==> config.mk <==
export PLATFORM = sky130hd
export DESIGN_NAME = thermal_head_strobed
export DESIGN_NICKNAME = d
export VERILOG_FILES = /design/src/rtl/thermal_head_pkg.sv /design/src/rtl/strobe_ch.sv /design/src/rtl/thermal_head_sync.sv /design/src/rtl/thermal_head_strobed.sv
export SDC_FILE = /design/constraint.sdc
export NUM_CORES = 2
export LEC_CHECK = 0
export BUFFER_PORTS_ARGS = -buffer_cell sky130_fd_sc_hd__buf_4
export CAP_MARGIN = 20
export CELL_PAD_IN_SITES_DETAIL_PLACEMENT = 1
export CELL_PAD_IN_SITES_GLOBAL_PLACEMENT = 2
export CORE_ASPECT_RATIO = 1.75
export CORE_MARGIN = 3
export CORE_UTILIZATION = 39
export CTS_CLUSTER_DIAMETER = 40
export DETAILED_ROUTE_END_ITERATION = 10
export PLACE_DENSITY_LB_ADDON = 0.1
export SLEW_MARGIN = 15
export SYNTH_ARGS = -nofsm -noshare
export SYNTH_HDL_FRONTEND = slang
export SYNTH_HIERARCHICAL = 1
export SYNTH_SLANG_ARGS = --single-unit
export TNS_END_PERCENT = 100
==> constraint.sdc <==
create_clock -name clk -period 2.7 [get_ports clk]
set_input_delay 0.135 -clock clk [delete_from_list [all_inputs] [get_ports clk]]
set_output_delay 0.135 -clock clk [all_outputs]
set_load 0.05 [all_outputs]
==> src/rtl/thermal_head_pkg.sv <==
// Shared types and sizing helpers for the strobed thermal printhead model.
package thermal_head_pkg;

  typedef enum logic [1:0] {
    IDLE   = 2'd0,
    BURN   = 2'd1,
    CUTOFF = 2'd2
  } strobe_state_e;

  function automatic int dots_per_strobe(input int head_width, input int num_strobes);
    return head_width / num_strobes;
  endfunction

  // Two spare bits let the load counter show overlong loads before it saturates.
  function automatic int bit_count_width(input int head_width);
    return $clog2(head_width) + 2;
  endfunction

  function automatic int burn_count_width(input int max_burn);
    return (max_burn < 2) ? 1 : $clog2(max_burn + 1);
  endfunction

endpackage

==> src/rtl/strobe_ch.sv <==
// One strobe group: IDLE/BURN/CUTOFF state machine with burn-time supervision.
module strobe_ch
  import thermal_head_pkg::*;
#(
  parameter int MAX_BURN_CYCLES = 100000
) (
  input  logic clk,
  input  logic reset,
  input  logic sync_dst,
  input  logic overheat_clear,
  output logic burn,
  output logic overheat
);

  localparam int            CW         = burn_count_width(MAX_BURN_CYCLES);
  localparam bit            CUTOFF_EN  = (MAX_BURN_CYCLES != 0);
  localparam logic [CW-1:0] CUT_AT     = CW'(MAX_BURN_CYCLES);
  localparam logic [CW-1:0] CNT_MAX    = '1;

  strobe_state_e r_state, w_state_nxt;
  logic [CW-1:0] r_burn_cnt, w_burn_cnt_nxt;
  logic          r_overheat;
  logic          w_set_overheat;

  // NOTE: every combinational output gets a default first so no latch is inferred.
  always_comb begin
    w_state_nxt    = r_state;
    w_burn_cnt_nxt = r_burn_cnt;
    w_set_overheat = 1'b0;
    case (r_state)
      IDLE: begin
        w_burn_cnt_nxt = '0;
        if (sync_dst) begin
          w_state_nxt    = BURN;
          w_burn_cnt_nxt = CW'(1);
        end
      end
      BURN: begin
        if (!sync_dst) begin
          w_state_nxt    = IDLE;
          w_burn_cnt_nxt = '0;
        end else if (CUTOFF_EN && (r_burn_cnt == CUT_AT)) begin
          w_state_nxt    = CUTOFF;
          w_set_overheat = 1'b1;
        end else if (r_burn_cnt != CNT_MAX) begin
          w_burn_cnt_nxt = r_burn_cnt + CW'(1);
        end
      end
      CUTOFF: begin
        // Re-arming requires DST to drop first.
        if (!sync_dst) begin
          w_state_nxt    = IDLE;
          w_burn_cnt_nxt = '0;
        end
      end
      default: begin
        w_state_nxt    = IDLE;
        w_burn_cnt_nxt = '0;
      end
    endcase
  end

  always_ff @(posedge clk or negedge reset) begin
    if (!reset) begin
      r_state    <= IDLE;
      r_burn_cnt <= '0;
      r_overheat <= 1'b0;
    end else begin
      r_state    <= w_state_nxt;
      r_burn_cnt <= w_burn_cnt_nxt;
      if (w_set_overheat)      r_overheat <= 1'b1;
      else if (overheat_clear) r_overheat <= 1'b0;
    end
  end

  assign burn     = (r_state == BURN);
  assign overheat = r_overheat;

endmodule

==> src/rtl/thermal_head_sync.sv <==
// Multi-flop synchroniser cell used for every asynchronous mech input.
module thermal_head_sync #(
  parameter int STAGES = 2
) (
  input  logic clk,
  input  logic reset,
  input  logic i_d,
  output logic o_q
);

  logic [STAGES-1:0] r_chain;

  // NOTE: sequential state uses non-blocking assignments so every flop samples pre-edge values.
  always_ff @(posedge clk or negedge reset) begin
    if (!reset) r_chain <= '0;
    else        r_chain <= {r_chain[STAGES-2:0], i_d};
  end

  assign o_q = r_chain[STAGES-1];

endmodule

==> src/rtl/thermal_head_strobed.sv <==
// Thermal printhead model: synchronised serial load, latch, and per-group strobed burn.
module thermal_head_strobed
  import thermal_head_pkg::*;
#(
  parameter  int HEAD_WIDTH      = 384,
  parameter  int NUM_STROBES     = 6,
  parameter  int SYNC_STAGES     = 2,
  parameter  int MAX_BURN_CYCLES = 100000,
  localparam int BIT_COUNT_W     = bit_count_width(HEAD_WIDTH)
) (
  input  logic                   clk,
  input  logic                   reset,
  input  logic                   mech_clk,
  input  logic                   mech_data,
  input  logic                   mech_latch,
  input  logic [NUM_STROBES-1:0] mech_dst,
  input  logic                   overheat_clear,
  output logic                   head_active,
  output logic [HEAD_WIDTH-1:0]  head_active_dots,
  output logic [BIT_COUNT_W-1:0] load_bits,
  output logic                   load_error,
  output logic [NUM_STROBES-1:0] overheat
);

  localparam int                     DPS        = dots_per_strobe(HEAD_WIDTH, NUM_STROBES);
  localparam int                     NUM_IN     = NUM_STROBES + 3;
  localparam logic [BIT_COUNT_W-1:0] FULL_COUNT = BIT_COUNT_W'(HEAD_WIDTH);
  localparam logic [BIT_COUNT_W-1:0] COUNT_MAX  = '1;

  if ((HEAD_WIDTH < 2) || (SYNC_STAGES < 2) || ((HEAD_WIDTH % NUM_STROBES) != 0)) begin : g_bad_cfg
    $error("thermal_head_strobed: illegal HEAD_WIDTH/NUM_STROBES/SYNC_STAGES combination");
  end

  logic [NUM_IN-1:0]      w_async_in;
  logic [NUM_IN-1:0]      w_sync_in;
  logic                   w_sync_clk, w_sync_data, w_sync_latch;
  logic [NUM_STROBES-1:0] w_sync_dst;
  logic                   w_shift, w_latch;
  logic [NUM_STROBES-1:0] w_burn;

  logic                   r_clk_prev, r_latch_prev;
  logic [HEAD_WIDTH-1:0]  r_data_buffer, r_latch_buffer;
  logic [BIT_COUNT_W-1:0] r_bit_count, r_load_bits;
  logic                   r_load_error;

  assign w_async_in = {mech_dst, mech_latch, mech_data, mech_clk};

  for (genvar k = 0; k < NUM_IN; k++) begin : g_sync
    thermal_head_sync #(.STAGES(SYNC_STAGES)) u_sync (
      .clk   (clk),
      .reset (reset),
      .i_d   (w_async_in[k]),
      .o_q   (w_sync_in[k])
    );
  end

  assign w_sync_clk   = w_sync_in[0];
  assign w_sync_data  = w_sync_in[1];
  assign w_sync_latch = w_sync_in[2];
  assign w_sync_dst   = w_sync_in[NUM_IN-1:3];

  assign w_shift = w_sync_clk & ~r_clk_prev;
  assign w_latch = ~w_sync_latch & r_latch_prev;

  // NOTE: the dot buffers are cleared on reset so a mid-line reset discards partial loads.
  always_ff @(posedge clk or negedge reset) begin
    if (!reset) begin
      r_clk_prev     <= 1'b0;
      r_latch_prev   <= 1'b0;
      r_data_buffer  <= '0;
      r_latch_buffer <= '0;
      r_bit_count    <= '0;
      r_load_bits    <= '0;
      r_load_error   <= 1'b0;
    end else begin
      r_clk_prev   <= w_sync_clk;
      r_latch_prev <= w_sync_latch;
      r_load_error <= 1'b0;
      if (w_shift) r_data_buffer <= {r_data_buffer[HEAD_WIDTH-2:0], w_sync_data};
      if (w_latch) begin
        // Latch sees the pre-shift buffer; a coincident shift becomes bit 1 of the next load.
        r_latch_buffer <= r_data_buffer;
        r_load_bits    <= r_bit_count;
        r_load_error   <= (r_bit_count != FULL_COUNT);
        r_bit_count    <= w_shift ? BIT_COUNT_W'(1) : '0;
      end else if (w_shift && (r_bit_count != COUNT_MAX)) begin
        r_bit_count <= r_bit_count + BIT_COUNT_W'(1);
      end
    end
  end

  for (genvar g = 0; g < NUM_STROBES; g++) begin : g_strobe
    strobe_ch #(.MAX_BURN_CYCLES(MAX_BURN_CYCLES)) u_strobe_ch (
      .clk            (clk),
      .reset          (reset),
      .sync_dst       (w_sync_dst[g]),
      .overheat_clear (overheat_clear),
      .burn           (w_burn[g]),
      .overheat       (overheat[g])
    );
    assign head_active_dots[g*DPS +: DPS] = r_latch_buffer[g*DPS +: DPS] & {DPS{w_burn[g]}};
  end

  assign head_active = |w_burn;
  assign load_bits   = r_load_bits;
  assign load_error  = r_load_error;

endmodule

# Word-level counts from Yosys, hierarchy flattened
# Index checks and enable logic that the tools add are counted.
[op_classes] addsub=7 n_eq_ne=56 n_mux=95 bitwise_logic=10 n_reduce_logical=27
[op_table] operator="$mux 17" n=24
[op_table] operator="$and 64x64->64" n=6
[op_table] operator="$pmux 17 s3" n=6
[op_table] operator="$add 17x1->17 const B" n=6
[op_table] operator="$eq 17x17->1 const B" n=6
[op_table] operator="$ne 17x17->1 const B" n=6
[op_table] operator="$ne 3x3->1 const B" n=18
[op_table] operator="$mux 2" n=24
[op_table] operator="$pmux 2 s3" n=6
[op_table] operator="$reduce_and 3->1" n=12
[op_table] operator="$mux 1" n=33
[op_table] operator="$ne 2x2->1 const B" n=12
[op_table] operator="$mux 11" n=2
[op_table] operator="$reduce_bool 2->1" n=7
[op_table] operator="$eq 2x1->1 const B" n=6
[op_table] operator="$eq 2x2->1 const B" n=6
[op_table] operator="$logic_not 2->1" n=6
[op_table] operator="$add 11x1->11 const B" n=1
[op_table] operator="$ne 11x11->1 const B" n=1
[op_table] operator="$ne 11x9->1 const B" n=1
[op_table] operator="$reduce_or 6->1" n=1
[op_table] operator="$and 1x1->1" n=2
[op_table] operator="$not 1->1" n=2
[op_table] operator="$logic_and 1x1->1" n=1
[totals] register_bits=931 in_bits=12 out_inout_bits=403 elab_cells=229

# Logic depth before layout (Yosys ltp)
[logic_depth] word_depth=5 mapped_depth=9 depth_no_buf=9

# By module
# The synthesis kept the hierarchy.
[by_module_without_submodules] module="thermal_head_strobed" n_inst=1 cells_each=2983 area_each_um2=32228.4 seq_area_each_um2=19844.0
[by_module_without_submodules] module="strobe_ch" n_inst=6 cells_each=135 area_each_um2=1234.9 seq_area_each_um2=500.5
[by_module_without_submodules] module="thermal_head_sync" n_inst=9 cells_each=2 area_each_um2=50.0 seq_area_each_um2=50.0

# Worst setup path before layout
# OpenSTA, ideal clock, no wires.
[synth_path] kind="register -> register" startpoint="reg g_strobe[0].u_strobe_ch.r_burn_cnt[0]" endpoint="reg g_strobe[0].u_strobe_ch.r_burn_cnt[11]" setup_time_ps=133 t_arrival_ps=2073 t_required_ps=2567 slack_ps=493 stages_incl_launch_ff=10 path_buffers=0 synth_period_minus_slack_ps=2207 cell_sequence="dfrtp_1 > ha_1 > nand4_1 > or4_1 > nor2_1 > ha_1 > and3b_2 > and4_1 > a41oi_1 > a31oi_1"
[synth_between] elab_chain_len=5 word_cells_on_any_way=10 cone_classes="add/sub: 1; eq/ne: 4; mux: 4; reduce/logical: 1"
[synth_rtl] item="start: declaration" line_no="strobe_ch.sv:21" rtl="logic [CW-1:0] r_burn_cnt, w_burn_cnt_nxt;"
[synth_rtl] item="start signal: assignment" line_no="strobe_ch.sv:70" rtl="r_burn_cnt <= w_burn_cnt_nxt;"
[synth_rtl] item="$add 17x1->17" line_no="strobe_ch.sv:46" rtl="w_burn_cnt_nxt = r_burn_cnt + CW'(1);"
[synth_rtl] item="$mux 17" line_no="strobe_ch.sv:45" rtl="end else if (r_burn_cnt != CNT_MAX) begin"
[synth_rtl] item="$mux 17" line_no="strobe_ch.sv:42" rtl="end else if (CUTOFF_EN && (r_burn_cnt == CUT_AT)) begin"
[synth_rtl] item="$mux 17" line_no="strobe_ch.sv:39" rtl="if (!sync_dst) begin"
[synth_rtl] item="$pmux 17 s3" line_no="strobe_ch.sv:30" rtl="case (r_state)"
# Several ways; a longest one is shown, not always the timed one. The select of a mux whose other input is x is not followed.
# A chain may end at the register's enable or synchronous reset.

# Final worst setup path
[layout_path] startpoint="reg g_strobe[5].u_strobe_ch.r_burn_cnt[4]" endpoint="reg g_strobe[5].u_strobe_ch.r_burn_cnt[11]"
[layout_between] elab_chain_len=5 word_cells_on_any_way=10 cone_classes="add/sub: 1; eq/ne: 4; mux: 4; reduce/logical: 1"
[layout_rtl] item="start: declaration" line_no="strobe_ch.sv:21"
[layout_rtl] item="start signal: assignment" line_no="strobe_ch.sv:70"
[layout_rtl] item="$add 17x1->17" line_no="strobe_ch.sv:46"
[layout_rtl] item="$mux 17" line_no="strobe_ch.sv:45"
[layout_rtl] item="$mux 17" line_no="strobe_ch.sv:42"
[layout_rtl] item="$mux 17" line_no="strobe_ch.sv:39"
[layout_rtl] item="$pmux 17 s3" line_no="strobe_ch.sv:30"
# Several ways; a longest one is shown, not always the timed one. The select of a mux whose other input is x is not followed.

==> results.md <==
- Area growth, synth to finish: 22.3%
- Critical path class: flip-flop to flip-flop
- Die area: between 100000 and 150000 sq um
- Most numerous cell in the Yosys netlist: nand2_1
- Worst hold-check path type: primary input to asynchronous set/reset pin
- RSZ-0062 raised after global routing: false
- Starting Density: 39.3%
- Post-Syn Area: approximately 40000 sq um
- CP max FO: 8
- Total Wirelength: around 110000 um
- Worst slack at placement: ~0.17 ns
- DP Wirelength: 73500 um
- FFs w/ async S/R, synth: between 90% and 100%
- DR DRC count: 0
- CTS Buf Count: ~110
- Placed Area: 45100 sq um
- Final ANT Viol Nets: 0
- MaxCap Viol Count: 0
- Wire per inst: about 19 um
- First-pass GRT wire length: 176000 um
- Setup violators final: 0
- IO buf count: between 400 and 500
- Placed Cells: about 5.4k
- Final setup margin: around 0.17 ns
- Vias post-DR: between 20k and 30k
- Clk buf depth: 3
- CTS tree: done
- Leak: around 26 nW
- Cell taking the most area after synthesis: dfrtp_1
- # IOs: 415
- Fin crit period: roughly 2.5 ns
- Highest Clock Rate: a little under 400 MHz
- Vias per cell: approximately 5.1
- Synth area leaders: dfrtp_1 (58%), nand2_1 (12%), mux2_2 (11%), and2_1 (6.4%), clkbuf_1 (1.2%)
- Pins Over Slew Limit: 0
- Fraction of the yosys area taken by sequential cells: 58.1%
- Gr usage total: between 20 and 25%
- Relative slew slack: around half
- Cell row count: roughly 160
- Syn Inst Count: 3811
- Worst Max-Slew Pin Slew: between 0.7 and 0.8 ns
- Syn_nets: 3843
- Clock Tree Root: clkbuf_16
- Clk Latency, worst-skew pair: a little over 0.7 ns
- Starting DRC count in detailed routing: 1110
- Routability congestion estimate: 0.822
- Nets: roughly 4.3k
- Post-synth EDFFs: 0
- Antenna cell count: 0
- Peak supply drop: around 460 uV
- Die Y: 430 um
- Register bit total from synthesis: between 900 and 1k
- Post-CTS setup buffer count: 0
- Startpoint types: flip-flop
- Grt total ovfl: 0
- Ys flop type: dfrtp_1
- DRT Pass-1 Iters: 6
- Num Clock Sinks: just over 900
- Non-filler cells, final: 5668
- Number of global-route vias before repair: 31.8k
- CTS H-Tree Depth: 3
- Post-Syn Area per Cell: 10.5 sq um
- Ys Warns: 6
- Clk pin slew, worst setup/hold paths: around 0.06 ns
- Chip Width: 248 um
- Layout fillers: 11.2k
- Critical path capture point type: flip-flop
- Worst hold margin: between 0.07 and 0.08 ns
- Setup Skew: just over 0.02 ns
- Power per cell area: between 600 and 700 nW/um^2
- Post-route core utilization: between 40% and 50%
- Initial antenna violation count: 1
- Post-synth top area share: 58.1%
- Final Instance Area: a little under 50000 sq um
- Core Area: just over 100000 sq um
- Top cells by count, synth: nand2_1 (1258), dfrtp_1 (931), and2_1 (408)
- Count of cell types in the netlist: 49
- Final Hold Fails: 0
- Crit share post-route: about 94%
- CP arrival: ~3.1 ns
- Share of layout cells above drive strength 1: around a quarter
- Setup TNS: 0 ns
- Largest net degree at the start of global routing: 100
- Power, Total: between 30 and 40 mW
- Critical path required time: about 3.3 ns
- Outcome: finished clean
## state kept, by name, indices dropped and copies added (netlist names)
name / flops
g_strobe.u_strobe_ch/overheat: 6
g_strobe.u_strobe_ch/r_burn_cnt: 102
g_strobe.u_strobe_ch/r_state: 12
g_sync.u_sync/r_chain: 18
load_bits: 11
load_error: 1
r_bit_count: 11
r_clk_prev: 1
r_data_buffer: 384
r_latch_buffer: 384
r_latch_prev: 1
## power by group
part	switching (mW)	internal [mW]
Sequential	0.178	14.2
Clock	6.49	8.94
Combinational	1.15	0.531
Total	7.82	23.7
## final timing paths
| path | from | end | slack [ns] | cells after the start |
|---|---|---|---|---|
| max in group asynchronous | reset | r_latch_buffer[369]$_DFFE_PN0P_ | 1.71 | 3 |
| min | reset | r_latch_buffer[294]$_DFFE_PN0P_ | 0.07 | 2 |
| max | g_strobe[5].u_strobe_ch/r_burn_cnt[4]$_DFFE_PN0P_ | g_strobe[5].u_strobe_ch/r_burn_cnt[11]$_DFFE_PN0P_ | 0.17 | 8 |
| max reg2reg | g_strobe[5].u_strobe_ch/r_burn_cnt[4]$_DFFE_PN0P_ | g_strobe[5].u_strobe_ch/r_burn_cnt[11]$_DFFE_PN0P_ | 0.17 | 8 |
| min reg2reg | g_sync[2].u_sync/r_chain[0]$_DFF_PN0_ | g_sync[2].u_sync/r_chain[1]$_DFF_PN0_ | 0.35 | 0 |
| min in group clk | mech_dst[5] | g_sync[8].u_sync/r_chain[0]$_DFF_PN0_ | 0.09 | 2 |
## what timing repair did
item                                    in CTS  in global routing
hold buffers                                12                  0
hold endpoints to repair                   512                  0
gates resized for setup                      0                  5
endpoints found under the setup margin       0                  4
## layout by cell type, fill, tap and decap left out, drive strengths merged, types with 26 or more instances in the layout
cell	instances
buf	504
nand2	1258
a31oi	31
dfrtp	931
nor3	33
and2	414
or4	26
nor2	31
mux2	384
o21ai	90
nand4	46
a21oi	43
clkbuf	134
inv	77
clkinv	28
nand3	45
## cell type report
cell class	instances	area [sq um]	share of cell area (%)
multi-input cells	2627	15700	32.1
repair buffers	516	4320	8.81
clock buffers	134	3040	6.19
inverters	52	195	0.398
clock inverters	74	785	1.60
well taps	1334	1670	3.40
flip-flops and latches	931	23300	47.5
## metal layers
layer  global-route usage (%)  vias up  share of wire, %
li1                         -    13464                 -
met1                     25.2    14532                41
met2                     36.0      496                51
met3                     4.71      141               5.6
met4                     6.31        0               2.3
met5                        0        -                 0
## worst max-delay path, stage by stage, from the launching register on
cell	delay (ns)
dfrtp_1	0.48
nand4_1	0.17
or4_1	0.58
nor2_1	0.15
ha_1	0.21
and3b_2	0.26
and4_1	0.26
a41oi_1	0.22
a31oi_1	0.06
## kinds of logic (layout without fill, tap and decap cells)
| family | count (synthesis) | in the layout | share of synthesized area [%] |
|---|---|---|---|
| adder cells (fa/ha/maj) | 20 | 20 | 0.624 |
| flip-flops | 931 | 931 | 58.1 |
| AO/OA/AOI/OAI | 262 | 262 | 4.50 |
| AND/OR/NAND/NOR | 1961 | 1961 | 23.1 |
| buffers and inverters | 253 | 776 | 2.83 |
| multiplexers | 384 | 384 | 10.8 |
No activity file was read; power rests on OpenSTA's default activity.
